[src/rtl/ctrl_pkg.sv]
// Shared types and constants for the hardwired control sequencer:
// FSM states, bus-driver select indices and IR field positions.
package ctrl_pkg;

  typedef enum logic [3:0] {
    S_IDLE = 4'd0,
    S_T0   = 4'd1,
    S_T1   = 4'd2,
    S_T2   = 4'd3,
    S_T3   = 4'd4,
    S_T4   = 4'd5,
    S_T5   = 4'd6,
    S_T6   = 4'd7,
    S_HALT = 4'd8
  } state_t;

  localparam int IR_W      = 32;
  localparam int IR_OP_HI  = 31;
  localparam int IR_RA_HI  = 26;
  localparam int IR_RB_HI  = 22;
  localparam int IR_RC_HI  = 18;

  // Bus_Encoder_signals bit positions; R0..R15 occupy bits 0..15
  localparam int SEL_HI     = 16;
  localparam int SEL_LO     = 17;
  localparam int SEL_ZHI    = 18;
  localparam int SEL_ZLO    = 19;
  localparam int SEL_PC     = 20;
  localparam int SEL_MDR    = 21;
  localparam int SEL_INPORT = 22;
  localparam int SEL_C      = 23;

  localparam logic [4:0] MUL_OP_DEF  = 5'd14;
  localparam logic [4:0] DIV_OP_DEF  = 5'd15;
  localparam logic [4:0] HALT_OP_DEF = 5'd27;

endpackage

[src/rtl/control_sequencer_if.sv]
// Connection bundle between the control sequencer and the DataPath:
// IR/handshake inputs, control enables and status.
interface control_sequencer_if #(
  parameter int NUM_REGS  = 16,
  parameter int OP_W      = 5,
  parameter int BUS_SEL_W = 24,
  parameter int CNT_W     = 16
);
  logic                 run;
  logic [31:0]          ir;
  logic                 mem_ready;
  logic [BUS_SEL_W-1:0] bus_sel;
  logic [NUM_REGS-1:0]  reg_in;
  logic                 PCin, IRin, MARin, MDRin, Yin, Zin, HIin, LOin, IncPC, Read;
  logic [OP_W-1:0]      alu_op;
  logic                 busy;
  logic                 halted;
  logic                 illegal;
  logic                 mem_fault;
  logic [CNT_W-1:0]     instr_count;

  modport master (
    input  run, ir, mem_ready,
    output bus_sel, reg_in, PCin, IRin, MARin, MDRin, Yin, Zin, HIin, LOin,
           IncPC, Read, alu_op, busy, halted, illegal, mem_fault, instr_count
  );

  modport slave (
    output run, ir, mem_ready,
    input  bus_sel, reg_in, PCin, IRin, MARin, MDRin, Yin, Zin, HIin, LOin,
           IncPC, Read, alu_op, busy, halted, illegal, mem_fault, instr_count
  );
endinterface

[src/rtl/ctrl_decode.sv]
// Moore output decoder: maps the registered FSM state plus the IR fields
// onto DataPath enables, the one-hot bus select and the ALU opcode.
module ctrl_decode
  import ctrl_pkg::*;
#(
  parameter int              NUM_REGS    = 16,
  parameter int              OP_W        = 5,
  parameter int              BUS_SEL_W   = 24,
  parameter int              NUM_ALU_OPS = 16,
  parameter logic [OP_W-1:0] MUL_OP      = MUL_OP_DEF,
  parameter logic [OP_W-1:0] DIV_OP      = DIV_OP_DEF,
  parameter logic [OP_W-1:0] HALT_OP     = HALT_OP_DEF
) (
  input  state_t               state,
  input  logic [31:0]          ir,
  output logic [BUS_SEL_W-1:0] bus_sel,
  output logic [NUM_REGS-1:0]  reg_in,
  output logic                 PCin, IRin, MARin, MDRin, Yin, Zin, HIin, LOin, IncPC, Read,
  output logic [OP_W-1:0]      alu_op,
  output logic                 busy,
  output logic                 halted,
  output logic                 op_halt,
  output logic                 op_illegal,
  output logic                 op_wide
);
  localparam int RI_W  = $clog2(NUM_REGS);
  localparam int SEL_W = $clog2(BUS_SEL_W);

  logic [OP_W-1:0]  op_s;
  logic [RI_W-1:0]  ra_s, rb_s, rc_s;
  logic             op_alu_s;
  logic [SEL_W-1:0] sel_idx_s;
  logic             sel_en_s;
  logic             unused_ir_s;

  assign op_s        = ir[IR_OP_HI -: OP_W];
  assign ra_s        = ir[IR_RA_HI -: RI_W];
  assign rb_s        = ir[IR_RB_HI -: RI_W];
  assign rc_s        = ir[IR_RC_HI -: RI_W];
  assign unused_ir_s = ^ir[IR_RC_HI-RI_W:0];

  assign op_alu_s   = {{(32-OP_W){1'b0}}, op_s} < NUM_ALU_OPS;
  assign op_halt    = (op_s == HALT_OP);
  assign op_illegal = !op_alu_s && !op_halt;
  assign op_wide    = (op_s == MUL_OP) || (op_s == DIV_OP);
  assign busy       = (state != S_IDLE) && (state != S_HALT);
  assign halted     = (state == S_HALT);

  // Per-state control decode; IDLE and HALT drive nothing
  always_comb begin
    sel_en_s  = 1'b0;
    sel_idx_s = '0;
    reg_in    = '0;
    PCin  = 1'b0; IRin = 1'b0; MARin = 1'b0; MDRin = 1'b0; Yin   = 1'b0;
    Zin   = 1'b0; HIin = 1'b0; LOin  = 1'b0; IncPC = 1'b0; Read  = 1'b0;
    alu_op = '0;
    case (state)
      S_T0: begin
        sel_en_s = 1'b1; sel_idx_s = SEL_W'(SEL_PC);
        MARin = 1'b1; IncPC = 1'b1; Zin = 1'b1;
      end
      S_T1: begin
        sel_en_s = 1'b1; sel_idx_s = SEL_W'(SEL_ZLO);
        PCin = 1'b1; Read = 1'b1; MDRin = 1'b1;
      end
      S_T2: begin
        sel_en_s = 1'b1; sel_idx_s = SEL_W'(SEL_MDR);
        IRin = 1'b1;
      end
      S_T3: begin
        if (op_alu_s) begin
          sel_en_s = 1'b1; sel_idx_s = SEL_W'(rb_s);
          Yin = 1'b1;
        end else begin
          sel_en_s = 1'b0;
        end
      end
      S_T4: begin
        sel_en_s = 1'b1; sel_idx_s = SEL_W'(rc_s);
        Zin = 1'b1; alu_op = op_s;
      end
      S_T5: begin
        sel_en_s = 1'b1; sel_idx_s = SEL_W'(SEL_ZLO);
        if (op_wide) begin
          LOin = 1'b1;
        end else begin
          reg_in[ra_s] = 1'b1;
        end
      end
      S_T6: begin
        sel_en_s = 1'b1; sel_idx_s = SEL_W'(SEL_ZHI);
        HIin = 1'b1;
      end
      default: sel_en_s = 1'b0;
    endcase
    bus_sel            = '0;
    bus_sel[sel_idx_s] = sel_en_s;
  end
endmodule

[src/rtl/control_sequencer.sv]
// Hardwired instruction-fetch/execute sequencer: FSM, memory wait timer,
// sticky fault flags and retired-instruction counter.
module control_sequencer
  import ctrl_pkg::*;
#(
  parameter int              NUM_REGS    = 16,
  parameter int              OP_W        = 5,
  parameter int              BUS_SEL_W   = 24,
  parameter int              NUM_ALU_OPS = 16,
  parameter logic [OP_W-1:0] MUL_OP      = MUL_OP_DEF,
  parameter logic [OP_W-1:0] DIV_OP      = DIV_OP_DEF,
  parameter logic [OP_W-1:0] HALT_OP     = HALT_OP_DEF,
  parameter int              MEM_TMO     = 15,
  parameter int              CNT_W       = 16
) (
  input logic           clock,
  input logic           clear,
  control_sequencer_if.master bus
);
  localparam int                WAIT_W   = $clog2(MEM_TMO);
  localparam logic [WAIT_W-1:0] TMO_LAST = WAIT_W'(MEM_TMO - 1);

  state_t            state_r;
  logic [WAIT_W-1:0] wait_cnt_r;
  logic              illegal_r;
  logic              fault_r;
  logic [CNT_W-1:0]  count_r;
  logic              op_halt_s, op_illegal_s, op_wide_s;
  state_t            end_state_s;

  assign end_state_s     = bus.run ? S_T0 : S_IDLE;
  assign bus.illegal     = illegal_r;
  assign bus.mem_fault   = fault_r;
  assign bus.instr_count = count_r;

  ctrl_decode #(
    .NUM_REGS(NUM_REGS), .OP_W(OP_W), .BUS_SEL_W(BUS_SEL_W), .NUM_ALU_OPS(NUM_ALU_OPS),
    .MUL_OP(MUL_OP), .DIV_OP(DIV_OP), .HALT_OP(HALT_OP)
  ) u_decode (
    .state(state_r), .ir(bus.ir),
    .bus_sel(bus.bus_sel), .reg_in(bus.reg_in),
    .PCin(bus.PCin), .IRin(bus.IRin), .MARin(bus.MARin), .MDRin(bus.MDRin),
    .Yin(bus.Yin), .Zin(bus.Zin), .HIin(bus.HIin), .LOin(bus.LOin),
    .IncPC(bus.IncPC), .Read(bus.Read), .alu_op(bus.alu_op),
    .busy(bus.busy), .halted(bus.halted),
    .op_halt(op_halt_s), .op_illegal(op_illegal_s), .op_wide(op_wide_s)
  );

  // Sequencer state, wait timer, sticky flags and retire counter
  always_ff @(posedge clock) begin
    if (!clear) begin
      state_r    <= S_IDLE;
      wait_cnt_r <= '0;
      illegal_r  <= 1'b0;
      fault_r    <= 1'b0;
      count_r    <= '0;
    end else begin
      case (state_r)
        S_IDLE: if (bus.run) state_r <= S_T0;
        S_T0: begin
          wait_cnt_r <= '0;
          state_r    <= S_T1;
        end
        S_T1: begin
          if (bus.mem_ready) begin
            state_r <= S_T2;
          end else if (wait_cnt_r == TMO_LAST) begin
            fault_r <= 1'b1;
            state_r <= S_HALT;
          end else begin
            wait_cnt_r <= wait_cnt_r + WAIT_W'(1'b1);
          end
        end
        S_T2: state_r <= S_T3;
        S_T3: begin
          if (op_halt_s) begin
            count_r <= count_r + CNT_W'(1'b1);
            state_r <= S_HALT;
          end else if (op_illegal_s) begin
            illegal_r <= 1'b1;
            state_r   <= end_state_s;
          end else begin
            state_r <= S_T4;
          end
        end
        S_T4: state_r <= S_T5;
        S_T5: begin
          if (op_wide_s) begin
            state_r <= S_T6;
          end else begin
            count_r <= count_r + CNT_W'(1'b1);
            state_r <= end_state_s;
          end
        end
        S_T6: begin
          count_r <= count_r + CNT_W'(1'b1);
          state_r <= end_state_s;
        end
        S_HALT: state_r <= S_HALT;
        default: state_r <= S_IDLE;
      endcase
    end
  end
endmodule
[src/flat_wrapper.sv]
// flat-port wrapper written by rule: the top's interface ports become plain ports
module control_sequencer_flat import ctrl_pkg::*;
#(
  parameter int              NUM_REGS    = 16,
  parameter int              OP_W        = 5,
  parameter int              BUS_SEL_W   = 24,
  parameter int              NUM_ALU_OPS = 16,
  parameter logic [OP_W-1:0] MUL_OP      = MUL_OP_DEF,
  parameter logic [OP_W-1:0] DIV_OP      = DIV_OP_DEF,
  parameter logic [OP_W-1:0] HALT_OP     = HALT_OP_DEF,
  parameter int              MEM_TMO     = 15,
  parameter int              CNT_W       = 16
)
  (clock, clear, bus_run, bus_ir, bus_mem_ready, bus_bus_sel, bus_reg_in, bus_PCin, bus_IRin, bus_MARin, bus_MDRin, bus_Yin, bus_Zin, bus_HIin, bus_LOin, bus_IncPC, bus_Read, bus_alu_op, bus_busy, bus_halted, bus_illegal, bus_mem_fault, bus_instr_count);
  control_sequencer_if #(.NUM_REGS(NUM_REGS), .OP_W(OP_W), .BUS_SEL_W(BUS_SEL_W), .CNT_W(CNT_W)) bus_i ();
  input logic clock;
  input logic clear;
  input wire logic [$bits(bus_i.run)-1:0] bus_run;
  input wire logic [$bits(bus_i.ir)-1:0] bus_ir;
  input wire logic [$bits(bus_i.mem_ready)-1:0] bus_mem_ready;
  output wire logic [$bits(bus_i.bus_sel)-1:0] bus_bus_sel;
  output wire logic [$bits(bus_i.reg_in)-1:0] bus_reg_in;
  output wire logic [$bits(bus_i.PCin)-1:0] bus_PCin;
  output wire logic [$bits(bus_i.IRin)-1:0] bus_IRin;
  output wire logic [$bits(bus_i.MARin)-1:0] bus_MARin;
  output wire logic [$bits(bus_i.MDRin)-1:0] bus_MDRin;
  output wire logic [$bits(bus_i.Yin)-1:0] bus_Yin;
  output wire logic [$bits(bus_i.Zin)-1:0] bus_Zin;
  output wire logic [$bits(bus_i.HIin)-1:0] bus_HIin;
  output wire logic [$bits(bus_i.LOin)-1:0] bus_LOin;
  output wire logic [$bits(bus_i.IncPC)-1:0] bus_IncPC;
  output wire logic [$bits(bus_i.Read)-1:0] bus_Read;
  output wire logic [$bits(bus_i.alu_op)-1:0] bus_alu_op;
  output wire logic [$bits(bus_i.busy)-1:0] bus_busy;
  output wire logic [$bits(bus_i.halted)-1:0] bus_halted;
  output wire logic [$bits(bus_i.illegal)-1:0] bus_illegal;
  output wire logic [$bits(bus_i.mem_fault)-1:0] bus_mem_fault;
  output wire logic [$bits(bus_i.instr_count)-1:0] bus_instr_count;
  assign bus_i.run = bus_run;
  assign bus_i.ir = bus_ir;
  assign bus_i.mem_ready = bus_mem_ready;
  assign bus_bus_sel = bus_i.bus_sel;
  assign bus_reg_in = bus_i.reg_in;
  assign bus_PCin = bus_i.PCin;
  assign bus_IRin = bus_i.IRin;
  assign bus_MARin = bus_i.MARin;
  assign bus_MDRin = bus_i.MDRin;
  assign bus_Yin = bus_i.Yin;
  assign bus_Zin = bus_i.Zin;
  assign bus_HIin = bus_i.HIin;
  assign bus_LOin = bus_i.LOin;
  assign bus_IncPC = bus_i.IncPC;
  assign bus_Read = bus_i.Read;
  assign bus_alu_op = bus_i.alu_op;
  assign bus_busy = bus_i.busy;
  assign bus_halted = bus_i.halted;
  assign bus_illegal = bus_i.illegal;
  assign bus_mem_fault = bus_i.mem_fault;
  assign bus_instr_count = bus_i.instr_count;
  control_sequencer #(.NUM_REGS(NUM_REGS), .OP_W(OP_W), .BUS_SEL_W(BUS_SEL_W), .NUM_ALU_OPS(NUM_ALU_OPS), .MUL_OP(MUL_OP), .DIV_OP(DIV_OP), .HALT_OP(HALT_OP), .MEM_TMO(MEM_TMO), .CNT_W(CNT_W)) u_core (.clock(clock), .clear(clear), .bus(bus_i));
endmodule
[config.mk]
export PLATFORM = sky130hd
export DESIGN_NAME = control_sequencer_flat
export DESIGN_NICKNAME = d
export VERILOG_FILES = /design/src/rtl/ctrl_pkg.sv /design/src/rtl/control_sequencer_if.sv /design/src/rtl/ctrl_decode.sv /design/src/rtl/control_sequencer.sv /design/src/flat_wrapper.sv
export SDC_FILE = /design/constraint.sdc
export NUM_CORES = 1
export LEC_CHECK = 0
export CAP_MARGIN = 20
export CORE_MARGIN = 8
export CORE_UTILIZATION = 35
export DETAILED_ROUTE_END_ITERATION = 16
export PLACE_DENSITY = 0.77
export SLEW_MARGIN = 10
export SYNTH_ARGS = -nofsm -noshare
export SYNTH_HDL_FRONTEND = slang
export SYNTH_SLANG_ARGS = --single-unit
export TNS_END_PERCENT = 50
[constraint.sdc]
create_clock -name clock -period 1.7 [get_ports clock]
set_input_delay 0.255 -clock clock [delete_from_list [all_inputs] [get_ports clock]]
set_output_delay 0.255 -clock clock [all_outputs]
set_load 0.005 [all_outputs]
==> flow_summary.yaml <==
clocking:
  htree_levels: 1
  root_buffer: "clkbuf_8"
  cts_tree: "done"
  cts_buffers: 3
  worstSkewPairLatency_ns: 0.27
  cts.sinks: 26
  clkTransAtPathRegs_ns: 0.09
  cts_buffer_depth: 2
critical_path:
  path_max_fanout: 5
  reg2reg_depth: 8
  r2r_start: "u_core.state_r[0]"
  crit_arrival_ns: 2.05
  worstSetupStartpointType: "register"
  reg2reg_slack_ns: -0.26
  crit_type: "reg -> out"
  required_ns: 1.44
  r2r_end: "u_core.bus.instr_count[2]"
  worstSetupStartpoint: "u_core.state_r[1]"
  end_kind: "output port"
route:
  ant_nets: 0
  via_per_inst: 5.38
  vias: 2815
  wire_per_inst_um: 17.7
  routed_wl_um: 9270
  drc_errors: 0
  drtIter0Drc: 131
  firstDrtPassIters: 4
floorplanning:
  placeableCoreArea_um2: 5920
  fp.dieH_um: 94.1
  rows: 28
  dieArea_um2: 8850
  ios: 111
  dieWidth_um: 94.1
  start_util: 0.360
placement:
  dp_cells: 474
  place_ws_ns: -0.700
  dpl_cell_area_um2: 3370
  hpwl_um: 5770
  place.port_buffers: 91
  gp_congestion: 0.934
yosys:
  avgSynthCellArea_um2: 7.53
  synthDistinctLibCells: 59
  synth-seq-area-share: 0.244
  synth_edf_count: 0
  synth_area_leaders: "dfxtp_1 (24%), nor2_1 (7.9%), mux2i_1 (6.6%)"
  yosys.area.top_type: "dfxtp_1"
  synth_seq_cells: 26
  ys_async_sr_fraction: 0
  ys.flop_type: "dfxtp_1"
  synth_top_cell_area_share: 0.244
  synth_area_um2: 2130
  syn_inst: 283
  yosys_warnings: 0
run_status:
  run_status: "finished with violations"
  violations: "negative setup slack"
pwr:
  ir_worst_vdd_v: 0.000469
  power.density_nw_per_um2: 636
  p_leak_nw: 1.76
timing:
  fmax_mhz: 433
  fin_crit_sh: 1.36
  setup_viol: 64
  period_needed_ns: 2.31
  hold_viol_final: 0
  fin_ws_ns: -0.607
  max-slew-margin-rel: 0.638
  finalMaxSlewViolations: 0
  worst_pin_slew_ns: 0.541
  fin_skew_ns: 0.00425
  rsz0062_at_grt: "true"
global_routing:
  track_usage: 0.174
  met2_usage: 0.326
  antenna_found_initial: 0
  grt_max_degree: 32
  grt_pass1_wl_um: 12700
  grt_pass1_vias: 2638
  gr-total-overflow: 0
  grt-busiest-layer: "met2"
  use_met1: 0.196
  met3_usage: 0.0280
min_path:
  min_from: "u_core.bus.instr_count[15]"
  whs_endpoint: "u_core.bus.instr_count[15]"
  hp-class: "reg -> reg"
  holdPathStages: 2
flow_run:
  max_cap_violations: 0
final_layout:
  finalNetCount: 489
  final_layout_size_suffix_gt1_frac: 0.473
  stdcell_count: 523
  area_growth_pct: 92.0
  final_util: 0.691
  antennaDiodeCount: 0
  finalInstanceArea_um2: 4090
cells in the mapped netlist (all sizes together), types with 2 or more instances:
library cell,count
a21boi,5
a21o,3
a21oi,18
a31oi,3
and2,8
and3,5
and4,2
buf,17
clkbuf,4
clkinv,2
dfxtp,26
ha,3
inv,5
mux2i,14
nand2,20
nand2b,16
nand3,16
nand3b,5
nand4,5
nand4b,3
nor2,45
nor2b,3
nor3,9
nor3b,2
nor4,2
nor4b,4
o211ai,6
o21a,5
o21ai,7
o221ai,2
or3,2
sequential cells by signal, indices dropped and copies added, names as in the netlist:
name and count:
u_core.bus.illegal 1, u_core.bus.instr_count 16, u_core.bus.mem_fault 1, u_core.state_r 4, u_core.wait_cnt_r 4
layout make-up:
type                       count  area [um^2]
multi-input combinational    232         1860
fill                         454         1830
timing repair buffer         180         1540
sequential                    26          536
tap                           75         93.8
clock buffer                   3         41.3
inverter                       7         26.3
stage by stage:
stage | total power [mW] | TNS [ns] | hold slack [ns]
2_1_floorplan | 1.26 | 0 | 0.410
3_3_place_gp | 1.74 | -24.46 | 0.456
3_5_place_dp | 1.76 | -26.04 | 0.457
4_1_cts | 2.35 | -16.82 | 0.480
5_1_grt | 2.76 | -22.49 | 0.508
6_report | 2.60 | -17.73 | 0.478
layout by cell type, fill, tap and decap left out, types with 4 or more instances in the layout:
cell type and n:
a21oi_1 10, a21oi_2 6, and2_1 8, and3_1 4, buf_2 36, buf_4 56, buf_6 34, clkdlybuf4s50_1 35
conb_1 4, dfxtp_1 22, dfxtp_4 4, dlygate4sd2_1 7, dlymetal6s2s_1 4, inv_1 5, mux2i_1 14, nand2_1 19
nand2b_1 15, nand3_1 12, nand3b_1 5, nand4_1 4, nor2_1 16, nor2_2 14, nor2_4 15, nor3_1 5
o211ai_1 5, o21a_1 5, o21ai_0 4
worst max-delay path by stage:
stage	end	slack [ns]	depth (start not counted)
2_1_floorplan	bus_bus_sel[11]	0.0004	6
3_3_place_gp	bus_bus_sel[15]	-0.66	6
3_5_place_dp	bus_bus_sel[10]	-0.70	6
4_1_cts	bus_bus_sel[12]	-0.61	6
5_1_grt	bus_bus_sel[3]	-0.68	7
6_report	bus_bus_sel[3]	-0.61	7
report_power, final:
part	total, mW	switching [mW]	leakage (nW)	internal (mW)
logic	1.57	0.733	1.53	0.837
clock network	0.353	0.194	0.0216	0.159
registers	0.681	0.0427	0.213	0.638
total	2.60	0.970	1.76	1.63
worst max-delay path, stage by stage (launching register included):
cell and delay, ns:
dfxtp_4 0.38, buf_6 0.12, nand4b_1 0.27, a2111oi_4 0.47, o221ai_4 0.18, buf_6 0.17
nor2_2 0.07, buf_2 0.12
logic make-up after synthesis:
group                    Yosys count  share of synthesized area
multiplexers                      15                     0.0710
flip-flops                        26                      0.244
AO/OA/AOI/OAI                     56                      0.180
other                              1                    0.00176
adder cells (fa/ha/maj)            3                     0.0176
buffers and inverters             28                     0.0704
AND/OR/NAND/NOR                  154                      0.415
layer usage:
metal	share of wire	vias up
met5	0	-
met2	0.51	121
met1	0.39	1331
met3	0.067	21
li1	-	1342
met4	0.024	0
repair_timing:
action | in CTS | in global routing
setup buffers | 32 | 17
gates cloned | 0 | 0
pin swaps | 37 | 32
endpoints found under the setup margin | 69 | 73
hold buffers | 0 | 0
gates resized for setup | 206 | 116
Power figures use the tool's default switching activity.
